===== config.mk =====
export PLATFORM = sky130hd
export DESIGN_NAME = vga_display_ctrl
export DESIGN_NICKNAME = d
export VERILOG_FILES = /design/src/rtl/vga_pkg.sv /design/src/rtl/vga_axis_counter.sv /design/src/rtl/vga_display_ctrl.sv
export SDC_FILE = /design/constraint.sdc
export NUM_CORES = 1
export LEC_CHECK = 0
export CELL_PAD_IN_SITES_DETAIL_PLACEMENT = 0
export CELL_PAD_IN_SITES_GLOBAL_PLACEMENT = 1
export CORE_UTILIZATION = 31
export DETAILED_ROUTE_END_ITERATION = 16
export PLACE_DENSITY_LB_ADDON = 0.1
export SLEW_MARGIN = 20
export SYNTH_ARGS = -nofsm -noshare
export SYNTH_HDL_FRONTEND = slang
export SYNTH_SLANG_ARGS = --single-unit

===== constraint.sdc =====
create_clock -name clock_100mhz -period 2.2 [get_ports clock_100mhz]
set_input_delay 0.44 -clock clock_100mhz [delete_from_list [all_inputs] [get_ports clock_100mhz]]
set_output_delay 0.44 -clock clock_100mhz [all_outputs]
set_load 0.01 [all_outputs]

===== src/rtl/vga_pkg.sv =====
// Shared VGA constants: default 640x480@60 timing, colour width and the colour-bar table.
package vga_pkg;

  localparam int unsigned DefHActive = 640;
  localparam int unsigned DefHFp     = 16;
  localparam int unsigned DefHSync   = 96;
  localparam int unsigned DefHBp     = 48;
  localparam int unsigned DefVActive = 480;
  localparam int unsigned DefVFp     = 10;
  localparam int unsigned DefVSync   = 2;
  localparam int unsigned DefVBp     = 33;
  localparam int unsigned DefRgbW    = 12;

  localparam logic [11:0] DefUnderflowRgb = 12'hF0F;

  // One bit per channel, {r, g, b}.
  typedef logic [2:0] rgb3_t;

  // Bar 0 in the low bits: white, yellow, cyan, green, magenta, red, blue, black.
  localparam logic [23:0] BarTable = {3'b000, 3'b001, 3'b100, 3'b101,
                                      3'b010, 3'b011, 3'b110, 3'b111};

  function automatic rgb3_t bar_rgb3(input logic [2:0] idx);
    return BarTable[32'(idx) * 3 +: 3];
  endfunction

endpackage


===== src/rtl/vga_axis_counter.sv =====
// One VGA timing axis: wrapping counter with registered active-area and sync-window flags.
module vga_axis_counter #(
  parameter int unsigned ACTIVE = 640,
  parameter int unsigned FP     = 16,
  parameter int unsigned SYNC   = 96,
  parameter int unsigned BP     = 48,
  parameter int unsigned CNT_W  = 10
) (
  input  logic             clk_i,
  input  logic             rst_i,
  input  logic             en_i,
  output logic [CNT_W-1:0] cnt_o,
  output logic             wrap_o,
  output logic             active_o,
  output logic             sync_o
);

  localparam int unsigned Total = ACTIVE + FP + SYNC + BP;
  localparam logic [CNT_W-1:0] Last = CNT_W'(Total - 1);

  logic [CNT_W-1:0] cnt_q, cnt_d;
  logic             active_q, active_d;
  logic             sync_q, sync_d;

  assign wrap_o = en_i && (cnt_q == Last);

  // Flags are decoded from the next count so they stay aligned with cnt_q.
  always_comb begin
    cnt_d = cnt_q;
    if (en_i) begin
      cnt_d = (cnt_q == Last) ? '0 : cnt_q + 1'b1;
    end
    active_d = 32'(cnt_d) < ACTIVE;
    sync_d   = (32'(cnt_d) >= ACTIVE + FP) && (32'(cnt_d) < ACTIVE + FP + SYNC);
  end

  always_ff @(posedge clk_i) begin
    if (rst_i) begin
      cnt_q    <= '0;
      active_q <= (ACTIVE > 0);
      sync_q   <= (ACTIVE + FP == 0) && (SYNC > 0);
    end else begin
      cnt_q    <= cnt_d;
      active_q <= active_d;
      sync_q   <= sync_d;
    end
  end

  assign cnt_o    = cnt_q;
  assign active_o = active_q;
  assign sync_o   = sync_q;

endmodule


===== src/rtl/vga_display_ctrl.sv =====
// VGA timing generator with pixel-request handshake and registered colour/sync outputs.
// Define VGA_TEST_PATTERN_EN to build in the 8-bar test pattern selected by test_mode.
module vga_display_ctrl import vga_pkg::*; #(
  parameter int unsigned      CLK_DIV       = 4,
  parameter int unsigned      RGB_W         = DefRgbW,
  parameter int unsigned      H_ACTIVE      = DefHActive,
  parameter int unsigned      H_FP          = DefHFp,
  parameter int unsigned      H_SYNC        = DefHSync,
  parameter int unsigned      H_BP          = DefHBp,
  parameter int unsigned      V_ACTIVE      = DefVActive,
  parameter int unsigned      V_FP          = DefVFp,
  parameter int unsigned      V_SYNC        = DefVSync,
  parameter int unsigned      V_BP          = DefVBp,
  parameter bit               HSYNC_POL     = 1'b0,
  parameter bit               VSYNC_POL     = 1'b0,
  parameter int unsigned      CNT_W         = 10,
  parameter logic [RGB_W-1:0] UNDERFLOW_RGB = RGB_W'(DefUnderflowRgb)
) (
  input  logic             clock_100mhz,
  input  logic             reset,
  input  logic [RGB_W-1:0] pixel_data,
  input  logic             pixel_valid,
  input  logic             test_mode,
  output logic             pix_tick,
  output logic [CNT_W-1:0] pixel_x_out,
  output logic [CNT_W-1:0] pixel_y_out,
  output logic             video_on_out,
  output logic             frame_start,
  output logic             hsync_out,
  output logic             vsync_out,
  output logic [RGB_W-1:0] rgb_out,
  output logic             underflow
);

  localparam logic [3:0] DivLast = 4'(CLK_DIV - 1);

  logic [3:0]       div_q, div_d;
  logic             h_wrap, v_wrap, h_active, v_active, h_sync, v_sync;
  logic [RGB_W-1:0] pix_sel, rgb_q, rgb_d;
  logic             uf_set;
  logic             underflow_q, underflow_d;
  logic             frame_start_q, frame_start_d;
  logic             hsync_q, hsync_d, vsync_q, vsync_d;

  assign pix_tick = (div_q == DivLast);
  assign div_d    = pix_tick ? '0 : div_q + 4'd1;

  vga_axis_counter #(
    .ACTIVE (H_ACTIVE),
    .FP     (H_FP),
    .SYNC   (H_SYNC),
    .BP     (H_BP),
    .CNT_W  (CNT_W)
  ) u_h_cnt (
    .clk_i    (clock_100mhz),
    .rst_i    (reset),
    .en_i     (pix_tick),
    .cnt_o    (pixel_x_out),
    .wrap_o   (h_wrap),
    .active_o (h_active),
    .sync_o   (h_sync)
  );

  vga_axis_counter #(
    .ACTIVE (V_ACTIVE),
    .FP     (V_FP),
    .SYNC   (V_SYNC),
    .BP     (V_BP),
    .CNT_W  (CNT_W)
  ) u_v_cnt (
    .clk_i    (clock_100mhz),
    .rst_i    (reset),
    .en_i     (h_wrap),
    .cnt_o    (pixel_y_out),
    .wrap_o   (v_wrap),
    .active_o (v_active),
    .sync_o   (v_sync)
  );

  assign video_on_out = h_active & v_active;

`ifdef VGA_TEST_PATTERN_EN
  localparam int unsigned ChW = RGB_W / 3;

  logic [2:0]       bar_idx;
  rgb3_t            bar3;
  logic [RGB_W-1:0] bar_rgb;

  assign bar_idx = 3'((32'(pixel_x_out) * 8) / H_ACTIVE);
  assign bar3    = bar_rgb3(bar_idx);
  assign bar_rgb = RGB_W'({{ChW{bar3[2]}}, {ChW{bar3[1]}}, {ChW{bar3[0]}}});

  always_comb begin
    pix_sel = '0;
    uf_set  = 1'b0;
    if (video_on_out) begin
      if (test_mode) begin
        pix_sel = bar_rgb;
      end else if (pixel_valid) begin
        pix_sel = pixel_data;
      end else begin
        pix_sel = UNDERFLOW_RGB;
        uf_set  = 1'b1;
      end
    end
  end
`else
  logic unused_test_mode;
  assign unused_test_mode = test_mode;

  always_comb begin
    pix_sel = '0;
    uf_set  = 1'b0;
    if (video_on_out) begin
      if (pixel_valid) begin
        pix_sel = pixel_data;
      end else begin
        pix_sel = UNDERFLOW_RGB;
        uf_set  = 1'b1;
      end
    end
  end
`endif

  // The presented pixel is resolved on the tick that also advances the counters.
  always_comb begin
    rgb_d         = pix_tick ? pix_sel : rgb_q;
    hsync_d       = pix_tick ? (h_sync ^ ~HSYNC_POL) : hsync_q;
    vsync_d       = pix_tick ? (v_sync ^ ~VSYNC_POL) : vsync_q;
    frame_start_d = v_wrap;
    underflow_d   = underflow_q;
    if (pix_tick && uf_set) begin
      underflow_d = 1'b1;
    end else if (frame_start_d) begin
      underflow_d = 1'b0;
    end
  end

  always_ff @(posedge clock_100mhz) begin
    if (reset) begin
      div_q         <= '0;
      rgb_q         <= '0;
      hsync_q       <= ~HSYNC_POL;
      vsync_q       <= ~VSYNC_POL;
      underflow_q   <= 1'b0;
      frame_start_q <= 1'b0;
    end else begin
      div_q         <= div_d;
      rgb_q         <= rgb_d;
      hsync_q       <= hsync_d;
      vsync_q       <= vsync_d;
      underflow_q   <= underflow_d;
      frame_start_q <= frame_start_d;
    end
  end

  assign rgb_out     = rgb_q;
  assign hsync_out   = hsync_q;
  assign vsync_out   = vsync_q;
  assign underflow   = underflow_q;
  assign frame_start = frame_start_q;

endmodule


# [After elaboration in Yosys (flattened, before gate mapping)]
# Cells that the tools add are included.
[op_classes] shift=0 n_div=0 reduce_logical=7 n_addsub=3 mul=0 n_mux=10 bitwise=3 n_eq_ne=3 magnitude_cmp=6
[op_table] cell="two-way mux 10 bit" n=4
[op_table] cell="two-way mux 12 bit" n=2
[op_table] cell="adder 10 x 1 -> 10 bit, second input constant" n=2
[op_table] cell="equality test 10 bit, second input constant" n=2
[op_table] cell="less-than comparator 10 bit, second input constant" n=2
[op_table] cell="less-than comparator 10 x 9 -> 1 bit, second input constant" n=2
[op_table] cell="greater-or-equal comparator 10 bit, second input constant" n=1
[op_table] cell="greater-or-equal comparator 10 x 9 -> 1 bit, second input constant" n=1
[op_table] cell="logical AND 1 bit" n=5
[op_table] cell="adder 4 x 1 -> 4 bit, second input constant" n=1
[op_table] cell="equality test 4 x 2 -> 1 bit, second input constant" n=1
[op_table] cell="two-way mux 1 bit" n=4
[op_table] cell="NOT 1 bit" n=2
[op_table] cell="nonzero test 2 bit" n=1
[op_table] cell="OR reduction 2 bit" n=1
[op_table] cell="AND 1 bit" n=1
[totals] register_bits=44 latchBits=0 elab_cells=44 rom_bits=0 mem_count=0 out_inout_bits=38 ramBits=0

# [Longest topological paths before layout]
# Gate-level depths: netlist of run 1.
[depth] depth_word=5 ltp_mapped=7 depth_no_buf=7

# [Cells and area by module]
# From an unflattened synthesis of run 1, not the netlist that was laid out.
[unflattened] hier_cells=209 hier_area_um2=2000.7
[by_module_without_submodules] mod="vga_display_ctrl" cells_each=66 instances=1 area_per_inst_um2=729.4
[by_module_without_submodules] mod="vga_axis_counter at u_v_cnt" cells_each=81 instances=1 area_per_inst_um2=696.9
[by_module_without_submodules] mod="vga_axis_counter at u_h_cnt" cells_each=62 instances=1 area_per_inst_um2=574.3

# [Worst setup path before layout of run 1]
# No wires, ideal clock.
[synth_path] path_kind="reg-to-reg" from="register div_q[0]" to="register u_v_cnt.sync_q (netlist: u_v_cnt.sync_o)" arrival_time_ns=2.130 setup_ns=0.061 synth_period_minus_slack_ns=2.191 t_required_ns=2.139 stages_incl_launch_ff=8 setup_slack_ns=0.009 path_cell_list="dfxtp_1 > ha_1 > or3b_4 > or4_4 > buf_6 > a2111o_1 > o21ai_1 > and4_1"
[synth_between] elab_chain_len=5 elab_cells_between_ends=6
[synth_lines] item="from (decl)" line="vga_display_ctrl.sv:37" source="logic [3:0] div_q, div_d;"
[synth_lines] item="from (signal assigned)" line="vga_display_ctrl.sv:148" source="div_q <= div_d;"
[synth_lines] item="equality test 4 x 2 -> 1 bit *" line="vga_display_ctrl.sv:45" source="assign pix_tick = (div_q == DivLast);"
[synth_lines] item="logical AND 1 bit *" line="vga_axis_counter.sv:25" source="assign wrap_o = en_i && (cnt_q == Last);"
[synth_lines] item="two-way mux 10 bit *" line="vga_axis_counter.sv:30" source="if (en_i) begin"
[synth_lines] item="greater-or-equal comparator 10 x 9 -> 1 bit or less-than comparator 10 x 9 -> 1 bit (tied branches)" line="vga_axis_counter.sv:34" source="sync_d = (32'(cnt_d) >= ACTIVE + FP) && (32'(cnt_d) < ACTIVE + FP + SYNC);"
[synth_lines] item="logical AND 1 bit *" line="vga_axis_counter.sv:34"
[synth_lines] item="to (signal assigned)" line="vga_axis_counter.sv:41" source="sync_q <= (ACTIVE + FP == 0) && (SYNC > 0);"
[synth_lines] item="to (signal assigned)" line="vga_axis_counter.sv:45" source="sync_q <= sync_d;"
[synth_lines] item="to (decl)" line="vga_axis_counter.sv:23" source="logic sync_q, sync_d;"
# Every way passes the cells marked *; elsewhere a longest branch is shown, timed or not.
# A chain may end at the register's enable or synchronous reset.

# [Worst setup path after layout of run 1]
[layout_path] from="register div_q[1]" to="register u_v_cnt.sync_q (netlist: u_v_cnt.sync_o)"
# The elaborated chain is that of the path after synthesis.

==> results of run 1 <==
==> cell families (layout without fill, tap and decap cells) <==
kind of cell / count (synthesis) / count (layout) / share of synthesized area [%]
mux: 1 / 1 / 0.506
simple gates: 107 / 107 / 29.5
buf+inv: 17 / 111 / 3.60
xor+xnor: 13 / 13 / 5.76
compound gates: 42 / 42 / 13.5
flops: 44 / 44 / 44.5
fa+ha+maj: 4 / 4 / 2.53
==> repair_timing <==
item / in CTS / in global routing
hold endpoints to repair: 0 / 0
gates resized for setup: 17 / 13
pin swaps: 1 / 12
endpoints found under the setup margin: 9 / 8
setup buffers: 3 / 1
==> critical path, delay by kind of cell, from the launching register on <==
kind / cells / cell delay (ns)
AOI/OAI and AO/OA: 2 / 0.36
adders and majority gates: 1 / 0.14
DFF: 1 / 0.36
and+or+nand+nor: 3 / 1.20
==> layout by cell type, fill, tap and decap left out, types with 4 or more instances in the layout <==
master | netlist | layout
nor2_1 | 23 | 23
buf_4 | 0 | 38
nor2b_1 | 8 | 8
nor3_1 | 10 | 7
or3_1 | 4 | 4
o21ai_0 | 12 | 12
nand4_1 | 6 | 6
nor3_4 | 0 | 4
dfxtp_1 | 44 | 42
a21oi_1 | 10 | 8
xor2_1 | 4 | 4
nand3_1 | 6 | 6
xnor2_1 | 9 | 9
clkdlybuf4s50_1 | 0 | 51
clkbuf_8 | 0 | 6
a22oi_1 | 4 | 4
nand2_1 | 26 | 26
inv_1 | 9 | 9
==> per-stage QoR <==
| stage | util (%) | instance area (um2) | setup TNS [ns] | setup slack (ns) | hold WS [ns] |
|---|---|---|---|---|---|
| CTS | 50.6 | 3050 | 0 | 0.0113 | 0.452 |
| finish | 51.8 | 3120 | 0 | 0.0237 | 0.448 |
| global placement | 47.3 | 2850 | -0.524 | -0.112 | 0.430 |
| floorplan | - | 1980 | 0 | 0.00928 | 0.428 |
| global route | 51.8 | 3120 | -0.185 | -0.0675 | 0.468 |
| detailed placement | 47.3 | 2850 | -0.738 | -0.154 | 0.439 |
==> power by group through the flow <==
stage / registers [mW] / logic [mW] / clock network, mW
3_3_place_gp: 0.853 / 0.180 / 0
5_1_grt: 0.844 / 0.206 / 0.598
6_report: 0.840 / 0.188 / 0.540
3_5_place_dp: 0.855 / 0.179 / 0
2_1_floorplan: 0.859 / 0.0613 / 0
4_1_cts: 0.841 / 0.188 / 0.562
==> metal layers <==
layer  GRT usage (%)  part of all wire (%)
met1            22.0                    50
met2            24.1                    42
met3            4.78                   6.6
met4            5.26                   1.2
met5               0                     0
==> final cells by class <==
type                       count  area [um2]
inverter                      10        37.5
multi-input combinational    167        1170
clock buffer                   7        86.3
sequential                    44         883
tap                           75        93.8
fill                         571        2900
timing repair buffer          93         848
clock inverter                 1        7.51
==> flip-flops by register name, indices dropped and copies added (netlist names), 4 cells and up <==
| register | count |
|---|---|
| u_h_cnt.cnt_o | 10 |
| div_q | 4 |
| rgb_out | 12 |
| u_v_cnt.cnt_o | 10 |
==> worst max path at each step <==
stage,to,from,slack (ns)
after floorplan,u_v_cnt.sync_o$_SDFF_PP0_,div_q[0]$_SDFF_PP0_,0.009
final,u_v_cnt.sync_o$_SDFF_PP0_,div_q[1]$_SDFF_PP0_,0.02
after CTS,u_v_cnt.cnt_o[7]$_SDFF_PP0_,div_q[0]$_SDFF_PP0_,0.01
after detailed placement,u_v_cnt.sync_o$_SDFF_PP0_,div_q[1]$_SDFF_PP0_,-0.15
after global placement,u_h_cnt.sync_o$_SDFF_PP0_,div_q[0]$_SDFF_PP0_,-0.11
after global routing,u_v_cnt.sync_o$_SDFF_PP0_,div_q[1]$_SDFF_PP0_,-0.07
==> metrics.log, run 1 <==
INFO  metric final_layout_size_suffix_gt1_share = 22.0%
INFO  metric final-hold-violation-count = 0
INFO  metric htree_levels = 2
INFO  metric die_w = 81.9 um
INFO  metric io_pins = 54
INFO  metric post_synthesis_cells = 228
INFO  metric grt_antenna_before_repair = 0
INFO  metric drt-wirelength-per-cell = 13.2 um
INFO  metric drt-pass1-iter-count = 4
INFO  metric die_h = slightly above 80 um
INFO  metric synth_seq_cells = between 40 and 50
INFO  metric timing.final.crit_period = 2.18 ns
INFO  metric tightestPinTransition = about 0.55 ns
INFO  metric critPathMaxStageDelay = between 0.5 and 0.6 ns
INFO  metric port_buffers = 52
INFO  metric post_synthesis_cell_type_with_the_largest_combined_area = dfxtp_1
INFO  metric cts.sinks = 44
INFO  metric ant_nets = 0
INFO  metric synth_fp_nets = around 250
INFO  metric worst_ir_drop_vdd = 0.225 mV
INFO  metric finish.net_count = approximately 340
INFO  metric routed-via-count = 1,907
INFO  metric detailed_place_hpwl = 3.84 mm
INFO  metric first_global_vias = 1,701
INFO  metric fp.coreArea = ~0.006 mm2
INFO  metric pwr-share-clk = between 30% and 40%
INFO  metric r2r_start = div_q[1]$_SDFF_PP0_
INFO  metric postCtsHoldBufs = 0
INFO  metric power = 1.57 mW
INFO  metric fmaxAchievable = ~460 MHz
INFO  metric gr-total-overflow = 0
INFO  metric cts_made_buffers = 5
INFO  metric clock_root_buffer = clkbuf_8
INFO  metric routabilityCongestion = ~0.8
INFO  metric detailedRoute.firstIterationViolations = 41
INFO  metric seq_power_share = about 54%
INFO  metric critical_path.slowest_cell = or4_4
INFO  metric die_outline_area = 0.00670 mm2
INFO  metric netlist_top_cells_count = dfxtp_1, nand2_1, nor2_1
INFO  metric post-route-drc-count = 0
INFO  metric power_leakage = 1.19 nW
INFO  metric critical_path.reg2reg.endpoint = u_v_cnt.sync_o$_SDFF_PP0_
INFO  metric drv_cap = 0
INFO  metric power.combinational.fraction = 12.0%
INFO  metric cts_max_path_buffers = 2
INFO  metric synth_edf_count = 0
INFO  metric grt_setup_unrepaired = yes
INFO  metric result_of_the_run = finished, final reports clean
INFO  metric asyncSetResetFlopFracSynth = 0%
INFO  metric num_rows = 28
INFO  metric finalWirelength = approximately 5.2 mm
INFO  metric via_per_inst = 4.80
INFO  metric slew_headroom = a little over three fifths
INFO  metric netSwitchingFraction = between 20% and 30%
INFO  metric layout.cells.non_filler = 397
INFO  metric post_synth.cell_area_avg = 8.68 um2
INFO  metric yosysMostFrequentCell = dfxtp_1
INFO  metric number_of_max_slew_violations_in_the_final_report = 0
INFO  metric clk_latency = ~0.30 ns
INFO  metric clk_transition_reported_paths = around 0.080 ns
INFO  metric overall_track_demand_over_capacity_in_global_routing = 16.1%
INFO  metric rrSetupSlack = 0.02 ns
INFO  metric p_int = 1.19 mW
INFO  metric area.growth.synth_to_final = 57.9%
INFO  metric layout_worst_path_cycle_share = between 90 and 100%
INFO  metric synth_largest_type_area_fraction = between 40% and 50%
INFO  metric grt_start_max_net_pins = 14
INFO  metric start_kind = flop
INFO  metric timing.final.setup_violations = 0
INFO  metric powerDensity = 502 mW/mm2
INFO  metric top_area_cells_in_the_synthesized_netlist = dfxtp_1, nand2_1, nor2_1, xnor2_1, o21ai_0
INFO  metric hp-start = u_h_cnt.sync_o$_SDFF_PP0_
INFO  metric switching_power = about 380 uW
INFO  metric skew = 0.0102 ns
INFO  metric syn_area = 0.00198 mm2
INFO  metric critical_path_arrival = 2.37 ns
INFO  metric cp_data_required_time = between 2 and 2.5 ns
INFO  metric r2r.worst_path.cells = 6
INFO  metric timing.hold.worst.class = flop to flop
INFO  metric synth_warnings = 0
INFO  metric tritoncts_clock_tree = yes
INFO  metric place.detailed.instances = approximately 390
INFO  metric worst-setup-path-type = flop to flop
INFO  metric ys.flop_type = dfxtp_1
INFO  metric grt_first_pass_wirelength = 8.08 mm
INFO  metric cp_max_fo = 6
INFO  metric min_path_cells = 1
INFO  metric start_util = between 30% and 40%
INFO  metric cp_cell_sequence = ha_4 > or3b_4 > or4_4 > o2bb2ai_4 > o211a_1 > and4_1
INFO  metric synth.yosys.seq_area_share = between 40% and 50%
INFO  metric whs_endpoint = hsync_out$_SDFFE_PP1N_
INFO  metric antenna-diode-count = 0
INFO  metric synth_cell_type_count = 46
INFO  metric critical_path.endpoint_type = flop
Note: power is estimated with default switching activity, not from simulation.
==> run 2, diff against run 1 <==
PLACE_DENSITY_LB_ADDON = 0.15   (was 0.1)
==> run 2 against run 1 <==
Global-route usage up 0.19 points. Sequential share of layout area increased by 1.4 points. Worst setup slack worse by 0.0024 ns. Final cell count is 2.0% lower. First-iteration DRC count grew 88%. Critical endpoint is now u_v_cnt.cnt_o[7]$_SDFF_PP0_. Sequential power is essentially flat. Wire length rose by 1.8%. Maximum frequency down 0.11%. Flip-flop and latch count is the same.
==> metrics.log, run 2 (synthesis results as in run 1) <==
INFO  metric result_of_the_run = finished, final reports clean
INFO  metric leading_cell_types_in_the_layout_fill_and_taps_excluded = clkdlybuf4s50_1, dfxtp_1, buf_4, nand2_1, nor2_1
INFO  metric cts.sinks = 44
INFO  metric slew_headroom = about three fifths
INFO  metric whs_endpoint = vsync_out$_SDFFE_PP1N_
INFO  metric ant_nets = 0
INFO  metric worst-setup-path-type = flop to flop
INFO  metric cp_max_fo = 8
INFO  metric critical_path.endpoint_type = flop
INFO  metric detailed_place_hpwl = 3.73 mm
INFO  metric drv_cap = 0
INFO  metric tritoncts_clock_tree = yes
INFO  metric r2r.worst_path.cells = 7
INFO  metric nFillCells = 614
INFO  metric rrSetupSlack = 0.02 ns
INFO  metric die_h = 81.9 um
INFO  metric gr-total-overflow = 0
INFO  metric cp_data_required_time = 2.39 ns
INFO  metric final-hold-violation-count = 0
INFO  metric placement.cell_area = roughly 0.0028 mm2
INFO  metric grt_setup_unrepaired = yes
INFO  metric die_w = 81.9 um
INFO  metric timing.final.setup_violations = 0
INFO  metric worst_ir_drop_vdd = 0.212 mV
INFO  metric cts_made_buffers = 5
INFO  metric met3_length = 377 um
INFO  metric layout_worst_path_cycle_share = between 90% and 100%
INFO  metric grt_start_max_net_pins = 16
INFO  metric postCtsHoldBufs = 0
INFO  metric antenna-diode-count = 0
INFO  metric critPathMaxStageDelay = around 0.57 ns
INFO  metric htree_levels = 2
INFO  metric critical_path.slowest_cell = or4_4
INFO  metric detailedRoute.firstIterationViolations = 77
INFO  metric clk_latency = ~0.3 ns
INFO  metric clk_transition_reported_paths = 0.08 ns
INFO  metric sequential_cell_area = just under 900 um2
INFO  metric finish.net_count = about 330
INFO  metric powerDensity = 524 mW/mm2
INFO  metric met2RoutedLength = around 2.3 mm
INFO  metric fp.coreArea = 0.00603 mm2
INFO  metric finalWirelength = 5.33 mm
INFO  metric timing.hold.worst.class = flop to flop
INFO  metric start_kind = flop
INFO  metric cts_max_path_buffers = 2
INFO  metric cp_cell_sequence = ha_4 > or3b_4 > or4_4 > buf_4 > nor3_1 > xnor2_1 > nor2_1
INFO  metric start_util = 32.8%
INFO  metric critical_path.reg2reg.endpoint = u_v_cnt.cnt_o[7]$_SDFF_PP0_
INFO  metric post-route-drc-count = 0
INFO  metric overall_track_demand_over_capacity_in_global_routing = 16.3%
INFO  metric grt_antenna_before_repair = 0
INFO  metric maxUsedRoutingLayer = met4
INFO  metric tightestPinTransition = 0.574 ns
INFO  metric clock_root_buffer = clkbuf_8
INFO  metric port_buffers = 52
INFO  metric grt_first_pass_wirelength = slightly above 8 mm
INFO  metric crit_family = simple AND/OR/NAND/NOR gates
INFO  metric final_layout_size_suffix_gt1_share = 19.1%
INFO  metric drt-wirelength-per-cell = roughly 14 um
INFO  metric timing.final.crit_period = 2.18 ns
INFO  metric min_path_cells = 1
INFO  metric detailed_routing_wirelength_on_met1 = 2.62 mm
INFO  metric routed-via-count = 1,945
INFO  metric critical_path_arrival = 2.37 ns
INFO  metric power_leakage = 1.07 nW
INFO  metric die_outline_area = about 0.0067 mm2
INFO  metric drt-pass1-iter-count = 4
INFO  metric via_per_inst = roughly 5
INFO  metric io_pins = 54
INFO  metric critPathBufInv = 1
INFO  metric power = 1.56 mW
INFO  metric area.growth.synth_to_final = 50.2%
INFO  metric largest_register_ff_count = 12
INFO  metric skew = 0.00832 ns
INFO  metric routabilityCongestion = 0.755
INFO  metric final_common_cell = clkdlybuf4s50_1
INFO  metric finalCoreUtilization = 49.3%
INFO  metric multi_input_logic_area = 0.00109 mm2
INFO  metric post_layout_instance_area = 0.00297 mm2
INFO  metric first_global_vias = 1,758
INFO  metric hp-start = u_v_cnt.sync_o$_SDFF_PP0_
INFO  metric num_rows = 28
INFO  metric number_of_max_slew_violations_in_the_final_report = 0
INFO  metric r2r_start = div_q[1]$_SDFF_PP0_
INFO  metric fmaxAchievable = 459 MHz
-- run 2: worst max-delay path by stage --
stage                     slack [ns]  cells past startpoint                           to                 from
after floorplan                0.009                      7    u_v_cnt.sync_o$_SDFF_PP0_  div_q[0]$_SDFF_PP0_
after global placement         -0.12                      6    u_v_cnt.sync_o$_SDFF_PP0_  div_q[0]$_SDFF_PP0_
after detailed placement       -0.15                      6    u_v_cnt.sync_o$_SDFF_PP0_  div_q[0]$_SDFF_PP0_
after CTS                      0.003                      7  u_v_cnt.cnt_o[8]$_SDFF_PP0_  div_q[1]$_SDFF_PP0_
after global routing           -0.07                      7  u_v_cnt.cnt_o[8]$_SDFF_PP0_  div_q[1]$_SDFF_PP0_
final                           0.02                      7  u_v_cnt.cnt_o[7]$_SDFF_PP0_  div_q[1]$_SDFF_PP0_
-- run 2: routing by layer --
metal	GRT usage (%)	up-vias
met1	22.1	892
li1	-	978
met2	24.7	69
met5	0	-
met3	4.56	6
met4	5.26	0
-- run 2: cell type report --
class,count,area share [%]
Multi-Input combinational cell,167,36.8
Sequential cell,44,29.7
Timing Repair Buffer,85,25.9
Tap cell,75,3.16
Clock buffer,7,2.91
Inverter,10,1.26
Clock inverter,1,0.253
-- run 2: through the flow --
step	setup slack, ns	std cells	hold slack (ns)	setup TNS [ns]
finish	0.0213	389	0.443	0
global route	-0.0673	389	0.480	-0.269
CTS	0.00254	389	0.445	0
detailed placement	-0.151	378	0.432	-0.632
global placement	-0.119	378	0.434	-0.453
floorplan	0.00928	228	0.428	0
-- run 2: power by group --
group          switching [mW]  leakage [nW]  internal [mW]
sequential             0.0197         0.356          0.821
combinational          0.0767         0.669          0.102
clock                   0.282        0.0445          0.255
-- run 2: what timing repair did --
item | CTS | global route
setup buffers | 3 | 0
resized for setup | 14 | 7
setup endpoints to repair | 9 | 9
pin swaps | 5 | 2
-- run 2: worst reg2reg max path, cell delays in order, from the launching register on --
cell	delay, ns
dfxtp_2	0.36
ha_4	0.14
or3b_4	0.41
or4_4	0.57
buf_4	0.18
nor3_1	0.21
xnor2_1	0.14
nor2_1	0.05
==> run 3, diff against run 2 <==
CORE_ASPECT_RATIO = 0.75   (was unset)
==> run 3 against run 2 <==
Critical path depth did not move. Sequential share of layout area is essentially flat. Wire length shrank 0.38%. Utilization is 0.50 points higher. Flip-flop and latch count did not move. Maximum frequency about the same. Worst setup slack worse by 0.0018 ns. Critical path type unchanged.
==> metrics.log, run 3 (synthesis results as in run 1) <==
INFO  metric result_of_the_run = finished, final reports clean
INFO  metric drt-pass1-iter-count = 4
INFO  metric number_of_max_slew_violations_in_the_final_report = 0
INFO  metric grt_antenna_before_repair = 0
INFO  metric startpoint = div_q[0]$_SDFF_PP0_
INFO  metric slew_headroom = 63.9%
INFO  metric drt-wirelength-per-cell = 13.6 um
INFO  metric drv_cap = 0
INFO  metric layout_worst_path_cycle_share = 99.1%
INFO  metric leading_cell_types_in_the_layout_fill_and_taps_excluded = clkdlybuf4s50_1, dfxtp_1, buf_4, nand2_1, nor2_1
INFO  metric worst-setup-path-type = flop to flop
INFO  metric area.growth.synth_to_final = 50.5%
INFO  metric detailed_place_hpwl = 3.90 mm
INFO  metric final_layout_size_suffix_gt1_share = 18.2%
INFO  metric detailedRoute.firstIterationViolations = 72
INFO  metric routed-via-count = ~1,900
INFO  metric power_leakage = around 1.1 nW
INFO  metric dpl_worst_slack = -0.129 ns
INFO  metric finish.net_count = 333
INFO  metric hp-start = u_v_cnt.sync_o$_SDFF_PP0_
INFO  metric grt_start_max_net_pins = 22
INFO  metric ant_nets = 0
INFO  metric tightestPinTransition = 0.540 ns
INFO  metric whs_endpoint = vsync_out$_SDFFE_PP1N_
INFO  metric largest_register_ff_count = 12
INFO  metric cts.sinks = 44
INFO  metric power = 1.56 mW
INFO  metric grt_setup_unrepaired = yes
INFO  metric cp_max_fo = 7
INFO  metric via_per_inst = 4.82
INFO  metric clk_transition_reported_paths = 0.09 ns
INFO  metric cts_max_path_buffers = 2
INFO  metric cts_made_buffers = 5
INFO  metric fin_setup_tns = 0 ns
INFO  metric final-hold-violation-count = 0
INFO  metric r2r_start = div_q[0]$_SDFF_PP0_
INFO  metric die_w = 94.2 um
INFO  metric tritoncts_clock_tree = yes
INFO  metric layout_setup_ws = 0.0195 ns
INFO  metric die_h = around 70 um
INFO  metric clk_latency = 0.30 ns
INFO  metric cp_data_required_time = 2.40 ns
INFO  metric routabilityCongestion = 0.811
INFO  metric timing.hold.worst.class = flop to flop
INFO  metric timing.final.crit_period = 2.18 ns
INFO  metric die_outline_area = 0.00671 mm2
INFO  metric port_buffers = 52
INFO  metric post-route-drc-count = 0
INFO  metric critical_path.reg2reg.endpoint = u_h_cnt.sync_o$_SDFF_PP0_
INFO  metric postCtsHoldBufs = 0
INFO  metric timing.final.setup_violations = 0
INFO  metric critical_path.endpoint_type = flop
INFO  metric overall_track_demand_over_capacity_in_global_routing = between 10% and 20%
INFO  metric gr-total-overflow = 0
INFO  metric critical_path_arrival = 2.38 ns
INFO  metric clock_root_buffer = clkbuf_8
INFO  metric r2r.worst_path.cells = 7
INFO  metric num_rows = 24
INFO  metric first_global_vias = roughly 1,700
INFO  metric fmaxAchievable = approximately 460 MHz
INFO  metric io_pins = 54
INFO  metric grt_first_pass_wirelength = ~8.5 mm
INFO  metric rrSetupSlack = 0.02 ns
INFO  metric antenna-diode-count = 0
INFO  metric final_common_cell = clkdlybuf4s50_1
INFO  metric skew = ~0.007 ns
INFO  metric htree_levels = 2
INFO  metric powerDensity = 524 mW/mm2
INFO  metric worst_ir_drop_vdd = between 0.2 and 0.25 mV
INFO  metric start_kind = flop
INFO  metric min_path_cells = 1
INFO  metric fp.coreArea = about 0.006 mm2
INFO  metric finalWirelength = 5.31 mm
INFO  metric start_util = 33.1%
run 3: worst max path at each step:
| stage | to | cells past startpoint |
|---|---|---|
| finish | u_h_cnt.sync_o$_SDFF_PP0_ | 7 |
| global route | u_h_cnt.sync_o$_SDFF_PP0_ | 7 |
| CTS | u_h_cnt.sync_o$_SDFF_PP0_ | 7 |
| detailed placement | u_h_cnt.sync_o$_SDFF_PP0_ | 7 |
| global placement | u_h_cnt.sync_o$_SDFF_PP0_ | 7 |
| floorplan | u_v_cnt.sync_o$_SDFF_PP0_ | 7 |
run 3: worst max-delay path: stages (launching register included):
cell and delay, ns:
dfxtp_2 0.36, ha_4 0.14, or3b_4 0.40, buf_12 0.15
or4_4 0.53, a21oi_4 0.15, mux2i_1 0.10, nor4b_2 0.28
run 3: power breakdown:
part / leakage, nW / total, mW / internal (mW) / switching [mW]
sequential: 0.356 / 0.839 / 0.821 / 0.0182
combinational: 0.673 / 0.179 / 0.102 / 0.0770
clock: 0.0445 / 0.542 / 0.256 / 0.286
total: 1.07 / 1.56 / 1.18 / 0.382
run 3: metrics by stage:
stage / hold slack (ns) / cell area (um2) / std cells / utilization [%]
after global routing: 0.466 / 2980 / 392 / 49.8
final: 0.453 / 2980 / 392 / 49.8
after floorplan: 0.428 / 1980 / 228 / -
after detailed placement: 0.440 / 2810 / 382 / 47.0
after global placement: 0.431 / 2810 / 382 / 47.0
after CTS: 0.457 / 2940 / 391 / 49.2
run 3: layout make-up:
class | count | area [um2]
Tap cell | 78 | 97.6
Timing Repair Buffer | 85 | 779
Inverter | 10 | 37.5
Fill cell | 582 | 3000
Clock buffer | 7 | 86.3
Sequential cell | 44 | 883
Clock inverter | 1 | 7.51
Multi-Input combinational cell | 167 | 1080
run 3: what timing repair did:
item	4_1_cts	5_1_grt
resized for setup	9	5
buffers inserted	1	1
setup endpoints to repair	8	9
pin swaps	2	4
run 3: metal layers:
metal	global-route usage [%]	wire, um	vias to the layer above
met2	22.8	2140	43
met4	5.13	29	0
li1	-	-	978
met3	4.30	257	2
met1	24.7	2880	866
met5	0	0	-
